--- config.mk ---
export PLATFORM = sky130hd
export DESIGN_NAME = if_fetch
export DESIGN_NICKNAME = d
export VERILOG_FILES = /design/src/rtl/riscv_pkg.sv /design/src/rtl/fetch_hold_buf.sv /design/src/rtl/if_fetch.sv
export SDC_FILE = /design/constraint.sdc
export NUM_CORES = 1
export LEC_CHECK = 0
export BUFFER_PORTS_ARGS = -buffer_cell sky130_fd_sc_hd__buf_4
export CAP_MARGIN = 5
export CORE_UTILIZATION = 47
export CTS_CLUSTER_DIAMETER = 80
export DETAILED_ROUTE_END_ITERATION = 6
export MAX_ROUTING_LAYER = met4
export PLACE_DENSITY = 0.7
export SYNTH_ARGS = -nofsm -noshare
export SYNTH_HDL_FRONTEND = slang
export SYNTH_SLANG_ARGS = --single-unit
--- constraint.sdc ---
create_clock -name clk -period 3.6 [get_ports clk]
set_input_delay 0.9 -clock clk [delete_from_list [all_inputs] [get_ports clk]]
set_output_delay 0.9 -clock clk [all_outputs]
set_load 0.005 [all_outputs]
--- src/rtl/riscv_pkg.sv ---
// Shared fetch definitions: NOP word, reset PC, fetch FSM encoding and the
// {instr, pc} pair carried through the hold buffer.
package riscv_pkg;
  localparam logic [31:0] NOP      = 32'h0000_0013;
  localparam logic [31:0] RESET_PC = 32'h0000_0000;

  typedef enum logic [1:0] {
    F_IDLE = 2'd0,
    F_WAIT = 2'd1,
    F_DROP = 2'd2
  } fetch_state_e;

  typedef struct packed {
    logic [31:0] instr;
    logic [31:0] pc;
  } fetch_word_t;
endpackage

--- src/rtl/fetch_hold_buf.sv ---
// One-entry buffer that parks a returned {instr, pc} while decode is stalled.
module fetch_hold_buf
  import riscv_pkg::*;
(
  input  logic        clk,
  input  logic        rst_n,
  input  logic        i_wr,
  input  fetch_word_t i_word,
  input  logic        i_rd,
  input  logic        i_clr,
  output logic        o_valid,
  output fetch_word_t o_word
);

  logic        r_valid;
  fetch_word_t r_word;

  always_ff @(posedge clk) begin
    if (!rst_n) begin
      r_valid <= 1'b0;
      r_word  <= '0;
    end else begin
      if (i_clr)     r_valid <= 1'b0;
      else if (i_wr) r_valid <= 1'b1;
      else if (i_rd) r_valid <= 1'b0;
      if (i_wr) r_word <= i_word;
    end
  end

  assign o_valid = r_valid;
  assign o_word  = r_word;

endmodule

--- src/rtl/if_fetch.sv ---
// Instruction fetch stage: owns pcF, keeps one imem read outstanding, fills IF/ID.
// Optional FETCH_MISALIGN_CHECK_EN: word-aligns redirect targets and flags o_MisalignF.
//   state  | meaning
//   F_IDLE | no read outstanding
//   F_WAIT | read granted, response pending
//   F_DROP | next response is stale and is discarded
module if_fetch
  import riscv_pkg::*;
(
  input  logic        clk,
  input  logic        rst_n,
  output logic        o_ImemReq,
  output logic [31:0] o_ImemAddr,
  input  logic        i_ImemGnt,
  input  logic        i_ImemValid,
  input  logic [31:0] i_ImemData,
  input  logic        i_Stall,
  input  logic        i_FlushD,
  input  logic        i_PcSrcE,
  input  logic [31:0] i_PcTargetE,
`ifdef FETCH_MISALIGN_CHECK_EN
  output logic        o_MisalignF,
`endif
  output logic [31:0] o_InstrD,
  output logic [31:0] o_PcD,
  output logic [31:0] o_PcPlus4D,
  output logic        o_ValidD
);

  fetch_state_e r_state, w_stateNext;
  logic [31:0]  r_pcF, r_reqPc;
  logic [31:0]  r_instrD, r_pcD, r_pcPlus4D;
  logic         r_validD;
  logic [31:0]  w_target;
  logic         w_req, w_fire, w_rsp;
  logic         w_hbValid, w_hbWr, w_hbRd;
  fetch_word_t  w_hbWord;

`ifdef FETCH_MISALIGN_CHECK_EN
  logic r_misalign;
  assign w_target = {i_PcTargetE[31:2], 2'b00};
  always_ff @(posedge clk) begin
    if (!rst_n) r_misalign <= 1'b0;
    else        r_misalign <= i_PcSrcE && (i_PcTargetE[1:0] != 2'b00);
  end
  assign o_MisalignF = r_misalign;
`else
  assign w_target = i_PcTargetE;
`endif

  // A new read may issue from IDLE, or back-to-back as the pending one returns.
  assign w_req  = rst_n && !w_hbValid && !i_Stall && !i_PcSrcE &&
                  ((r_state == F_IDLE) || ((r_state == F_WAIT) && i_ImemValid));
  assign w_fire = w_req && i_ImemGnt;
  assign w_rsp  = (r_state == F_WAIT) && i_ImemValid && !i_PcSrcE;
  assign w_hbWr = w_rsp && i_Stall;
  assign w_hbRd = w_hbValid && !i_Stall && !i_FlushD && !i_PcSrcE;

  fetch_hold_buf u_hb (
    .clk     (clk),
    .rst_n   (rst_n),
    .i_wr    (w_hbWr),
    .i_word  ('{instr: i_ImemData, pc: r_reqPc}),
    .i_rd    (w_hbRd),
    .i_clr   (i_PcSrcE),
    .o_valid (w_hbValid),
    .o_word  (w_hbWord)
  );

  always_ff @(posedge clk) begin
    if (!rst_n) r_state <= F_IDLE;
    else        r_state <= w_stateNext;
  end

  always_comb begin
    w_stateNext = r_state;
    case (r_state)
      F_IDLE: if (w_fire) w_stateNext = F_WAIT;
      F_WAIT: begin
        if (i_PcSrcE)        w_stateNext = i_ImemValid ? F_IDLE : F_DROP;
        else if (i_ImemValid) w_stateNext = w_fire ? F_WAIT : F_IDLE;
      end
      F_DROP: if (i_ImemValid) w_stateNext = F_IDLE;
      default: w_stateNext = F_IDLE;
    endcase
  end

  always_ff @(posedge clk) begin
    if (!rst_n) begin
      r_pcF   <= RESET_PC;
      r_reqPc <= RESET_PC;
    end else begin
      if (i_PcSrcE)    r_pcF <= w_target;
      else if (w_fire) r_pcF <= r_pcF + 32'd4;
      if (w_fire) r_reqPc <= r_pcF;
    end
  end

  // Flush beats stall; a bubble keeps the previous PC.
  always_ff @(posedge clk) begin
    if (!rst_n) begin
      r_instrD   <= NOP;
      r_pcD      <= 32'd0;
      r_pcPlus4D <= 32'd4;
      r_validD   <= 1'b0;
    end else if (i_FlushD || (!i_Stall && (i_PcSrcE || !(w_hbValid || w_rsp)))) begin
      r_instrD <= NOP;
      r_validD <= 1'b0;
    end else if (!i_Stall) begin
      r_validD <= 1'b1;
      if (w_hbValid) begin
        r_instrD   <= w_hbWord.instr;
        r_pcD      <= w_hbWord.pc;
        r_pcPlus4D <= w_hbWord.pc + 32'd4;
      end else begin
        r_instrD   <= i_ImemData;
        r_pcD      <= r_reqPc;
        r_pcPlus4D <= r_reqPc + 32'd4;
      end
    end
  end

  assign o_ImemReq  = w_req;
  assign o_ImemAddr = r_pcF;
  assign o_InstrD   = r_instrD;
  assign o_PcD      = r_pcD;
  assign o_PcPlus4D = r_pcPlus4D;
  assign o_ValidD   = r_validD;

endmodule
== Word-level counts from Yosys, hierarchy flattened ==
Cells that the tools add are included.

* Register bits: 228
* Output and inout port bits: 130
* Input port bits: 71

* Bitwise operators: 3
* Reductions and logical operators: 28
* Equality and inequality tests: 5
* Muxes and demuxes: 14
* $add $sub $neg: 3

{| class="wikitable"
|+ Operator list
! kind !! number
|-
| 2-to-1 mux 32 bit || 5
|-
| adder 32 x 3 -> 32 bit (second input constant) || 3
|-
| logical AND 1 bit || 12
|-
| 2-to-1 mux 2 bit || 5
|-
| case mux 2 bit (3 select lines) || 1
|-
| zero test 1 bit || 5
|-
| logical OR 1 bit || 4
|-
| inequality test 2 bit (second input constant) || 2
|-
| nonzero test 2 bit || 2
|-
| OR reduction 2 bit || 2
|-
| 2-to-1 mux 1 bit || 3
|-
| inequality test 3 bit (second input constant) || 1
|-
| NOT 1 bit || 3
|-
| AND reduction 3 bit || 1
|-
| equality test 2 x 1 -> 1 bit (second input constant) || 1
|-
| equality test 2 bit (second input constant) || 1
|-
| zero test 2 bit || 1
|-
| AND reduction 2 bit || 1
|}

== Logic depth before layout (Yosys ltp) ==
Gate-level depths: netlist (run 1).

* Word-level depth: 10
* Depth in mapped cells: 11

== Hierarchy ==
A second synthesis (run 1) with hierarchy kept.

* Cells, all modules: 1,203
* Area total of the unflattened synthesis: 10,462.5 um^2

{| class="wikitable"
|+ Modules (own cells, without submodules)
! module !! cells an instance !! instances !! area an instance (um^2)
|-
| if_fetch || 993 || 1 || 7,958.9
|-
| fetch_hold_buf || 210 || 1 || 2,503.7
|}

== Worst setup path before layout (run 1) ==
No wires, ideal clock.

* Path type: register -> register
* From: register u_hb.r_valid (netlist: u_hb.o_valid)
* To: register r_pcPlus4D[24] (netlist: o_PcPlus4D[24])
* Clock period less this slack: 2.648 ns
* Library setup time: 0.134 ns
* Setup slack: 0.952 ns
* Path buffers: 4
* Stages on the path, launching flop included: 12
* Arrival: 2.514 ns
* Path through: dfxtp_1 buf_6 buf_2 buf_2 buf_2 mux2_2 ha_1 nand4_1 a22oi_2 nand4_2 o2111ai_1 o311ai_1

* Longest elaborated chain between the ends: 7
* Elaborated cells between the ends (all ways): 8

{| class="wikitable"
|+ RTL lines
! what !! RTL line !! RTL
|-
| start: declaration || fetch_hold_buf.sv:15 || <nowiki>logic r_valid;</nowiki>
|-
| start signal: assignment || fetch_hold_buf.sv:20 || <nowiki>r_valid <= 1'b0;</nowiki>
|-
| start signal: assignment || fetch_hold_buf.sv:23 || <nowiki>if (i_clr) r_valid <= 1'b0;</nowiki>
|-
| start signal: assignment || fetch_hold_buf.sv:24 || <nowiki>else if (i_wr) r_valid <= 1'b1;</nowiki>
|-
| logical OR 1 bit || if_fetch.sv:106 || <nowiki>end else if (i_FlushD || (!i_Stall && (i_PcSrcE || !(w_hbValid || w_rsp)))) begin</nowiki>
|-
| zero test 1 bit || if_fetch.sv:106 ||
|-
| logical OR 1 bit || if_fetch.sv:106 ||
|-
| logical AND 1 bit || if_fetch.sv:106 ||
|-
| logical OR 1 bit || if_fetch.sv:106 ||
|-
| NOT 1 bit (no source line) || n/a ||
|-
| AND reduction 2 bit (no source line) || n/a ||
|-
| end signal: assignment || if_fetch.sv:114 || <nowiki>r_pcPlus4D <= w_hbWord.pc + 32'd4;</nowiki>
|-
| end signal: assignment || if_fetch.sv:118 || <nowiki>r_pcPlus4D <= r_reqPc + 32'd4;</nowiki>
|-
| end: declaration || if_fetch.sv:32 || <nowiki>logic [31:0] r_instrD, r_pcD, r_pcPlus4D;</nowiki>
|}

Several ways; a longest one is shown, not always the timed one.
A chain may end at the register's enable or synchronous reset.

== Final worst setup path (run 1) ==
* From: register u_hb.r_valid (netlist: u_hb.o_valid)
* To: register r_pcPlus4D[30] (netlist: o_PcPlus4D[30])

The elaborated chain is that of the path after synthesis.

==> results of run 1 <==
synthesized netlist by cell type (11+ instances only):
cell type / number / share of area
a211oi_1: 29 / 0.021
a21oi_1: 156 / 0.076
a31oi_1: 11 / 0.0067
buf_2: 25 / 0.012
clkbuf_1: 58 / 0.021
dfxtp_1: 226 / 0.44
mux2_2: 15 / 0.016
mux2i_1: 60 / 0.058
nand2_1: 260 / 0.094
nand3_1: 69 / 0.033
nand4_1: 23 / 0.014
nor2_1: 112 / 0.041
nor3_1: 11 / 0.0053
o211ai_1: 14 / 0.010
o21ai_0: 27 / 0.013
xnor2_1: 11 / 0.0093
worst max-delay path: stages (launching register included):
cell       delay (ns)
dfxtp_4          0.68
mux2_2           0.31
ha_1             0.31
nand4_1          0.15
a22oi_2          0.45
nand4_2          0.37
o2111ai_1        0.29
o311ai_1         0.12
registers in the layout, summed over array words and instances (netlist names):
signal / cells
o_ImemAddr: 32
u_hb.o_valid: 1
o_PcPlus4D: 30
r_state: 2
o_InstrD: 32
o_PcD: 32
r_reqPc: 32
u_hb.o_word: 64
o_ValidD: 1
cell families (layout without fill, tap and decap cells):
family / count (synthesis) / after routing / share of synthesized area
simple gates: 560 / 560 / 0.2502
compound gates: 289 / 289 / 0.1739
flops: 226 / 226 / 0.4378
buf+inv: 109 / 270 / 0.04806
mux: 77 / 77 / 0.07663
xor+xnor: 13 / 13 / 0.01102
fa+ha+maj: 2 / 2 / 0.002421
worst max-delay path by stage:
stage               depth (start not counted)        endpoint  slack, ns
floorplan                                  11  o_PcPlus4D[24]       0.95
global placement                            7  o_PcPlus4D[24]       0.79
detailed placement                          5     o_InstrD[4]       0.77
CTS                                         7  o_PcPlus4D[30]       0.77
global route                                7  o_PcPlus4D[30]       0.54
finish                                      7  o_PcPlus4D[30]       0.75
cells in the final DEF (no fill, tap or decap), types with 14 or more instances in the layout:
| cell type | n |
|---|---|
| nand3_1 | 68 |
| nand2_1 | 260 |
| clkbuf_16 | 24 |
| o21ai_0 | 27 |
| o211ai_1 | 14 |
| nand4_1 | 23 |
| mux2i_1 | 60 |
| mux2_2 | 15 |
| a211oi_1 | 29 |
| buf_4 | 218 |
| a21oi_1 | 156 |
| nor2_1 | 112 |
| dfxtp_1 | 225 |
report_power, final:
part / switching (mW) / leakage [nW] / total (mW) / internal (mW)
sequential: 0.0542 / 1.83 / 2.59 / 2.54
clock: 0.999 / 0.392 / 2.55 / 1.55
combinational: 0.176 / 2.35 / 0.322 / 0.147
through the flow:
step           power (mW)  hold WS [ns]
2_1_floorplan       2.793        0.4360
3_3_place_gp        2.962        0.4397
3_5_place_dp        2.965        0.4447
4_1_cts             5.492        0.4539
5_1_grt             5.631        0.4709
6_report            5.462        0.4505
metal layers:
layer / up-vias / share of wire / GRT usage
met4: 0 / 0.015 / 0.05707
met2: 346 / 0.44 / 0.3558
met3: 41 / 0.069 / 0.03061
met1: 4526 / 0.48 / 0.3738
li1: 4814 / - / -
met5: - / 0 / -
area by class of cell:
type | instances | area [um2] | share of cell area
Multi-Input combinational cell | 941 | 5326 | 0.4188
Sequential cell | 226 | 4528 | 0.3561
Timing Repair Buffer | 220 | 1677 | 0.1318
Clock buffer | 32 | 650.6 | 0.05116
Tap cell | 275 | 344.1 | 0.02706
Clock inverter | 8 | 151.4 | 0.01190
Inverter | 10 | 40.04 | 0.003148
==> results.yml, run 1 <==
status:
  status: "complete, no violations"
timing:
  finClkSkew_ns: 0.01397
  hold_violations: 0
  fin_ws_ns: 0.7487
  slew_headroom: 0.2063
  finalSetupTns_ns: 0
  slew_violations: 0
  fmax_ghz: 0.3507
  post-route-period-util: 0.7920
  setup_viol: 0
  worstMarginPinSlew_ns: 1.190
  rsz0062_at_grt: "no"
  min_period_ns: 2.851
die:
  die_x_um: 150.3
  die_h_um: 150.3
  die_area_mm2: 0.02259
  start_util: 0.4855
  core-area_mm2: 0.02129
  io-pin-count: 201
  num_rows: 53
setup_path:
  timing.rr.start: "u_hb.o_valid"
  setup.worst_path.start_class: "flop"
  arrival_ns: 3.24
  r2r_cells: 7
  rrSetupSlack_ns: 0.75
  cp-startpoint: "u_hb.o_valid"
  worstSetupPathType: "reg -> reg"
  worstReg2RegEnd: "o_PcPlus4D[30]"
  required_ns: 3.99
  worst_setup_path_end_kind: "flop"
  cp_max_fo: 50
final_layout:
  final-instance-count-excl-fill: 1712
  fill_cells: 1969
  layout-drive-gt1-share: 0.2011
  design_area_mm2: 0.01272
  nets: 1496
  synthToLayoutAreaGrowth_pct: 23.05
  antenna-diode-count: 0
  finish.utilization: 0.5974
logic_synthesis:
  syn_area_mm2: 0.01033
  synth_cells: 1276
  synth_async_sr_flop_share: 0
  synth_seq_cells: 226
  yosysWarningCount: 0
  syn_area_per_cell_um2: 8.099
  ys_seq_area_frac: 0.4378
  synthDistinctLibCells: 65
  syn-num-nets: 1349
  synth_ff_type: "dfxtp_1"
  synth_edf_count: 0
worst_hold_path:
  hold_class: "reg -> reg"
  min_from: "o_PcPlus4D[4]"
  holdPathStages: 2
  whs_endpoint: "o_PcPlus4D[4]"
detailed_routing:
  post-route-drc-count: 0
  drt-total-wl_um: 28270
  initialDrtViolationCount: 640
  via_per_inst: 5.682
  num_vias: 9727
  drt.antenna.violating_nets: 0
  first_pass_iters: 5
  wire_per_inst_um: 16.51
cts:
  cts_tree: "done"
  htree_levels: 1
  cts-resized-gates: 0
  worstSkewPairLatency_ns: 0.52
  post_cts.repair.setup_buffers: 0
  clkSinkCount: 226
  ctsRootBufferMaster: "clkbuf_16"
  clock_path_buffers: 3
  ctsHoldBuffers: 0
  cts_inserted_buffers: 24
  clkTransAtPathRegs_ns: 0.06
flow_run:
  drv_cap: 0
power_and_ir_drop:
  irDropWorstVdd_uv: 349.7
  leakage_nw: 4.567
  p_per_area_mw_per_mm2: 429.5
place:
  placedCellCount: 1672
  dpl.hpwl_um: 19170
  finalWeightedCongestion: 0.8780
  place_ws_ns: 0.7737
  dpl_cell_area_mm2: 0.01192
  portBuffers: 200
global_route:
  overflow: 0
  antenna_found_initial: 0
  grt_pass1_wl_um: 44440
  grt_pass1_vias: 8373
  grt_max_degree: 92
  grt.total_usage: 0.2504
Note: power is estimated with default switching activity, not from simulation.
==> inputs of run 2 (changes only) <==
PLACE_DENSITY = 0.72   (was 0.7)
clock period = 2.3 ns   (was 3.6 ns; I/O delays follow)
==> run 2 against run 1 <==
  * Count of clock-buffer cells in the layout rose by 1
  * Clock skew shrank 0.0021 ns
  * Largest power group unchanged
  * Register-to-register slack got worse by 0.55 ns
  * Routed wire length grew 1.9%
  * Critical path depth down 4
  * Sequential power rose by 56%
  * Clock power rose by 58%
  * Die area unchanged
==> results.yml, run 2 (synthesis gave the netlist of run 1 again) <==
power_and_ir_drop:
  switching_power_mw: 1.929
  p_sw_frac: 0.2234
  clkPwrFrac: 0.468
  p_per_area_mw_per_mm2: 656.0
  fin_total_pwr_mw: 8.638
  leakage_nw: 4.833
  irDropWorstVdd_uv: 440.8
  pwr-share-seq: 0.467
  pwr-share-comb: 0.065
  p_int_mw: 6.708
final_layout:
  final_common_cell: "nand2_1"
  nets: 1536
  antenna-diode-count: 0
  layout-drive-gt1-share: 0.2265
  largest_reg_flops: 64
  most-common-layout-cells: "260 x nand2_1, 249 x buf_4, 225 x dfxtp_1"
  synthToLayoutAreaGrowth_pct: 27.41
die:
  num_rows: 53
  start_util: 0.4855
  core-area_mm2: 0.02129
  io-pin-count: 201
  die_x_um: 150.3
  die_h_um: 150.3
  die_area_mm2: 0.02259
setup_path:
  timing.rr.start: "u_hb.o_valid"
  slowest_stage: "dfxtp_4"
  required_ns: 1.73
  worstSetupPathType: "reg -> out"
  cp_max_fo: 12
  arrival_ns: 1.59
  cp-startpoint: "u_hb.o_valid"
  slowest_delay_ns: 0.42
  worst_setup_path_end_kind: "primary output"
  setup.worst_path.start_class: "flop"
  crit_chain: "nor4b_2, and3_1, buf_4"
global_route:
  grt.busiest_layer: "met2"
  grt_max_degree: 61
  grt_pass1_vias: 8898
  grt.total_usage: 0.2556
  met2_usage: 0.3772
  met1_usage: 0.3707
  grt_pass1_wl_um: 45590
  antenna_found_initial: 0
  use_met3: 0.03152
  overflow: 0
cts:
  ctsRootBufferMaster: "clkbuf_16"
  clock_path_buffers: 3
  cts_tree: "done"
  htree_levels: 1
  clkSinkCount: 226
  worstSkewPairLatency_ns: 0.51
  clkTransAtPathRegs_ns: 0.06
  cts_inserted_buffers: 25
detailed_routing:
  num_vias: 9923
  initialDrtViolationCount: 664
  wire_per_inst_um: 16.42
  via_per_inst: 5.657
  drt.antenna.violating_nets: 0
  first_pass_iters: 5
  drt-total-wl_um: 28800
  post-route-drc-count: 0
timing:
  slew_headroom: 0.3914
  worstMarginPinSlew_ns: 0.9095
  hold_violations: 0
  finClkSkew_ns: 0.01187
  fin_ws_ns: 0.1353
  fmax_ghz: 0.4619
  min_period_ns: 2.165
  setup_viol: 0
  rsz0062_at_grt: "no"
  slew_violations: 0
  finalSetupTns_ns: 0
  post-route-period-util: 0.9412
worst_hold_path:
  hold_class: "in -> reg"
  min_from: "i_PcTargetE[30]"
place:
  dpl.hpwl_um: 20310
  finalWeightedCongestion: 0.8816
  place_ws_ns: -0.04964
  portBuffers: 200
flow_run:
  drv_cap: 0
status:
  status: "complete, no violations"
[run 2: changes by cell type in the layout (fill, tap and decap cells not counted), sizes merged]
cell | before | now
buf | 220 | 259
clkinv | 4 | 7
bufinv | 4 | 3
clkbuf | 32 | 33
[run 2: layout make-up]
type / count / area (um2)
clock buffers: 33 / 705.7
well taps: 275 / 344.1
clock inverters: 10 / 128.9
repair buffers: 259 / 2069
multi-input cells: 941 / 5351
fillers: 1893 / 8119
inverters: 10 / 40.04
flip-flops and latches: 226 / 4528
[run 2: through the flow]
stage | instance area, um2 | std cells | hold WS, ns | utilization
CTS | 13160 | 1753 | 0.2577 | 0.6182
global placement | 12330 | 1710 | 0.4372 | 0.5790
floorplan | 10390 | 1276 | 0.4360 | -
global route | 13170 | 1754 | 0.2597 | 0.6186
finish | 13170 | 1754 | 0.2698 | 0.6186
detailed placement | 12330 | 1710 | 0.4406 | 0.5790
[run 2: power groups by stage]
stage | registers [mW] | logic, mW | clock network, mW
CTS | 4.04 | 0.557 | 4.11
global route | 4.04 | 0.608 | 4.28
global placement | 4.12 | 0.546 | 0
floorplan | 4.11 | 0.259 | 0
finish | 4.04 | 0.558 | 4.04
detailed placement | 4.12 | 0.555 | 0
[run 2: worst paths after layout]
check,to,slack (ns),cells after the start
hold / removal,o_ImemAddr[30],0.27,3
setup / recovery,o_ImemReq,0.14,3
hold reg to reg,o_ValidD,0.45,2
setup reg to reg,o_PcPlus4D[30],0.20,8
[run 2: critical path, delay by kind of cell, from the launching register on]
| kind | cells | cell delay (ns) |
|---|---|---|
| simple gates | 2 | 0.55 |
| flops | 1 | 0.42 |
| buf+inv | 1 | 0.11 |
[run 2: layer usage]
layer | routed length [um] | up-vias
met4 | 521 | 0
met1 | 13610 | 4633
met5 | 0 | -
met2 | 12750 | 344
li1 | - | 4904
met3 | 1915 | 42
[run 2: what timing repair did]
| item | in CTS | in global routing |
|---|---|---|
| buffers inserted | 0 | 1 |
| hold buffers | 0 | 0 |
| resized for setup | 0 | 0 |
| hold endpoints to repair | 0 | 0 |
| setup endpoints to repair | 0 | 4 |
==> inputs of run 3 (changes only) <==
CTS_BUF_LIST = sky130_fd_sc_hd__clkbuf_16   (was not set)
PLACE_DENSITY = 0.7   (was 0.72)
clock period = 2.05 ns   (was 2.3 ns; I/O delays follow)
==> run 3 against run 2 <==
  * Design area increased by 5.2%
  * Sequential cell count unchanged
  * Total power increased by 11%
  * Routed wire length increased by 6.0%
  * Critical path depth unchanged
  * Cell count increased by 4.1%
  * Clock skew decreased by 0.0043 ns
  * Largest power group unchanged
  * Clock power increased by 9.7%
  * Sequential power increased by 12%
  * Largest cell class unchanged
  * The flow now finishes with violations (negative setup slack)
  * Die area unchanged
  * Count of clock-buffer cells in the layout decreased by 7
  * Sequential share of layout area decreased by 1.7 points
==> results.yml, run 3 (synthesis gave the netlist of run 1 again) <==
timing:
  finClkSkew_ns: 0.007540
  rsz0062_at_grt: "yes"
  holdWs_ns: 0.2041
  post-route-period-util: 1.012
  worstMarginPinSlew_ns: 0.5798
  slew_headroom: 0.6134
  fin_ws_ns: -0.02485
  hold_violations: 0
  min_period_ns: 2.075
  fmax_ghz: 0.4820
  setup_viol: 1
  slew_violations: 0
global_route:
  grt_pass1_vias: 9333
  grt.total_usage: 0.2711
  grt_pass1_wl_um: 48020
  antenna_found_initial: 0
  grt_max_degree: 60
  overflow: 0
setup_path:
  slowest_delay_ns: 0.40
  slowest_stage: "dfxtp_4"
  setup.worst_path.start_class: "flop"
  worstSetupPathType: "reg -> out"
  cp_max_fo: 8
  crit_chain: "nor4b_4, and3_4, buf_6"
  required_ns: 1.54
  worst_setup_path_end_kind: "primary output"
  rrSetupSlack_ns: 0
  arrival_ns: 1.56
power_and_ir_drop:
  p_per_area_mw_per_mm2: 694.5
  irDropWorstVdd_uv: 544.4
  leakage_nw: 5.224
detailed_routing:
  dr_wl_met2_um: 13560
  wire_per_inst_um: 16.72
  initialDrtViolationCount: 659
  drt-total-wl_um: 30540
  wl_met3_um: 1868
  post-route-drc-count: 0
  via_per_inst: 5.602
  num_vias: 10230
  m1WireLength_um: 14440
  drt.antenna.violating_nets: 0
  first_pass_iters: 5
  highest_layer: "met4"
cts:
  clkTransAtPathRegs_ns: 0.06
  worstSkewPairLatency_ns: 0.51
  ctsRootBufferMaster: "clkbuf_16"
  clock_path_buffers: 3
  cts_tree: "done"
  cts_inserted_buffers: 25
  htree_levels: 1
  clkSinkCount: 226
place:
  dpl.hpwl_um: 21430
  portBuffers: 200
  finalWeightedCongestion: 0.9437
die:
  core-area_mm2: 0.02129
  start_util: 0.4855
  die_x_um: 150.3
  io-pin-count: 201
  die_area_mm2: 0.02259
  die_h_um: 150.3
  num_rows: 53
final_layout:
  largest_reg_flops: 64
  antenna-diode-count: 0
  most-common-layout-cells: "306 x buf_4, 258 x nand2_1, 224 x dfxtp_1"
  final_common_cell: "buf_4"
  finish.utilization: 0.6508
  synthToLayoutAreaGrowth_pct: 34.04
  layout-drive-gt1-share: 0.2708
  nets: 1607
status:
  status: "finished with violations"
  violations: "negative setup slack"
worst_hold_path:
  hold_class: "in -> reg"
flow_run:
  drv_cap: 0
[run 3: repair_timing]
action                                 4_1_cts  5_1_grt
setup buffers                                2        8
pin swaps                                    5       17
gates cloned                                 2        1
hold buffers                                 0        0
endpoints found under the hold margin        0        0
gates resized for setup                     10       31
setup endpoints to repair                    8       18
[run 3: layout make-up]
cell class | instances | area (um2)
clock buffers | 26 | 650.6
clock inverters | 18 | 153.9
fillers | 1862 | 7433
inverters | 10 | 42.54
multi-input cells | 942 | 5450
flip-flops and latches | 226 | 4529
well taps | 275 | 344.1
repair buffers | 329 | 2683
[run 3: report_power, final]
| group | leakage (nW) | internal, mW | switching (mW) |
|---|---|---|---|
| Combinational | 2.98 | 0.314 | 0.353 |
| Sequential | 1.83 | 4.45 | 0.0680 |
| Clock | 0.412 | 2.65 | 1.78 |
| Total | 5.22 | 7.42 | 2.20 |
[run 3: final timing paths]
| path | startpoint | end | depth (start not counted) |
|---|---|---|---|
| setup / recovery | u_hb.o_valid | o_ImemReq | 3 |
| hold / removal | i_PcTargetE[30] | o_ImemAddr[30] | 3 |
| setup reg to reg | u_hb.o_valid | o_PcPlus4D[28] | 8 |
| hold reg to reg | u_hb.o_word[0] | u_hb.o_word[0] | 2 |
[run 3: critical path: cells and delay by family, from the launching register on]
family                 cells  cell delay [ns]
and+or+nand+nor            2             0.55
DFF                        1             0.40
buffers and inverters      1             0.09
[run 3: per-stage QoR]
step                std cells  power, mW  cell area (um2)  setup slack [ns]  setup TNS [ns]
floorplan                1276      4.906            10390           -0.2652          -1.921
global placement         1769      5.260            12770          -0.06663         -0.5758
detailed placement       1769      5.270            12770           -0.1082          -1.504
CTS                      1817      9.668            13670         0.0003122               0
global route             1826      9.931            13850          -0.09785         -0.6935
finish                   1826      9.621            13850          -0.02485        -0.02485
[run 3: metal layers]
metal / vias up / GRT usage
li1: 5033 / -
met3: 56 / 0.03303
met2: 355 / 0.4092
met1: 4786 / 0.3829
met4: 0 / 0.06768
met5: - / -
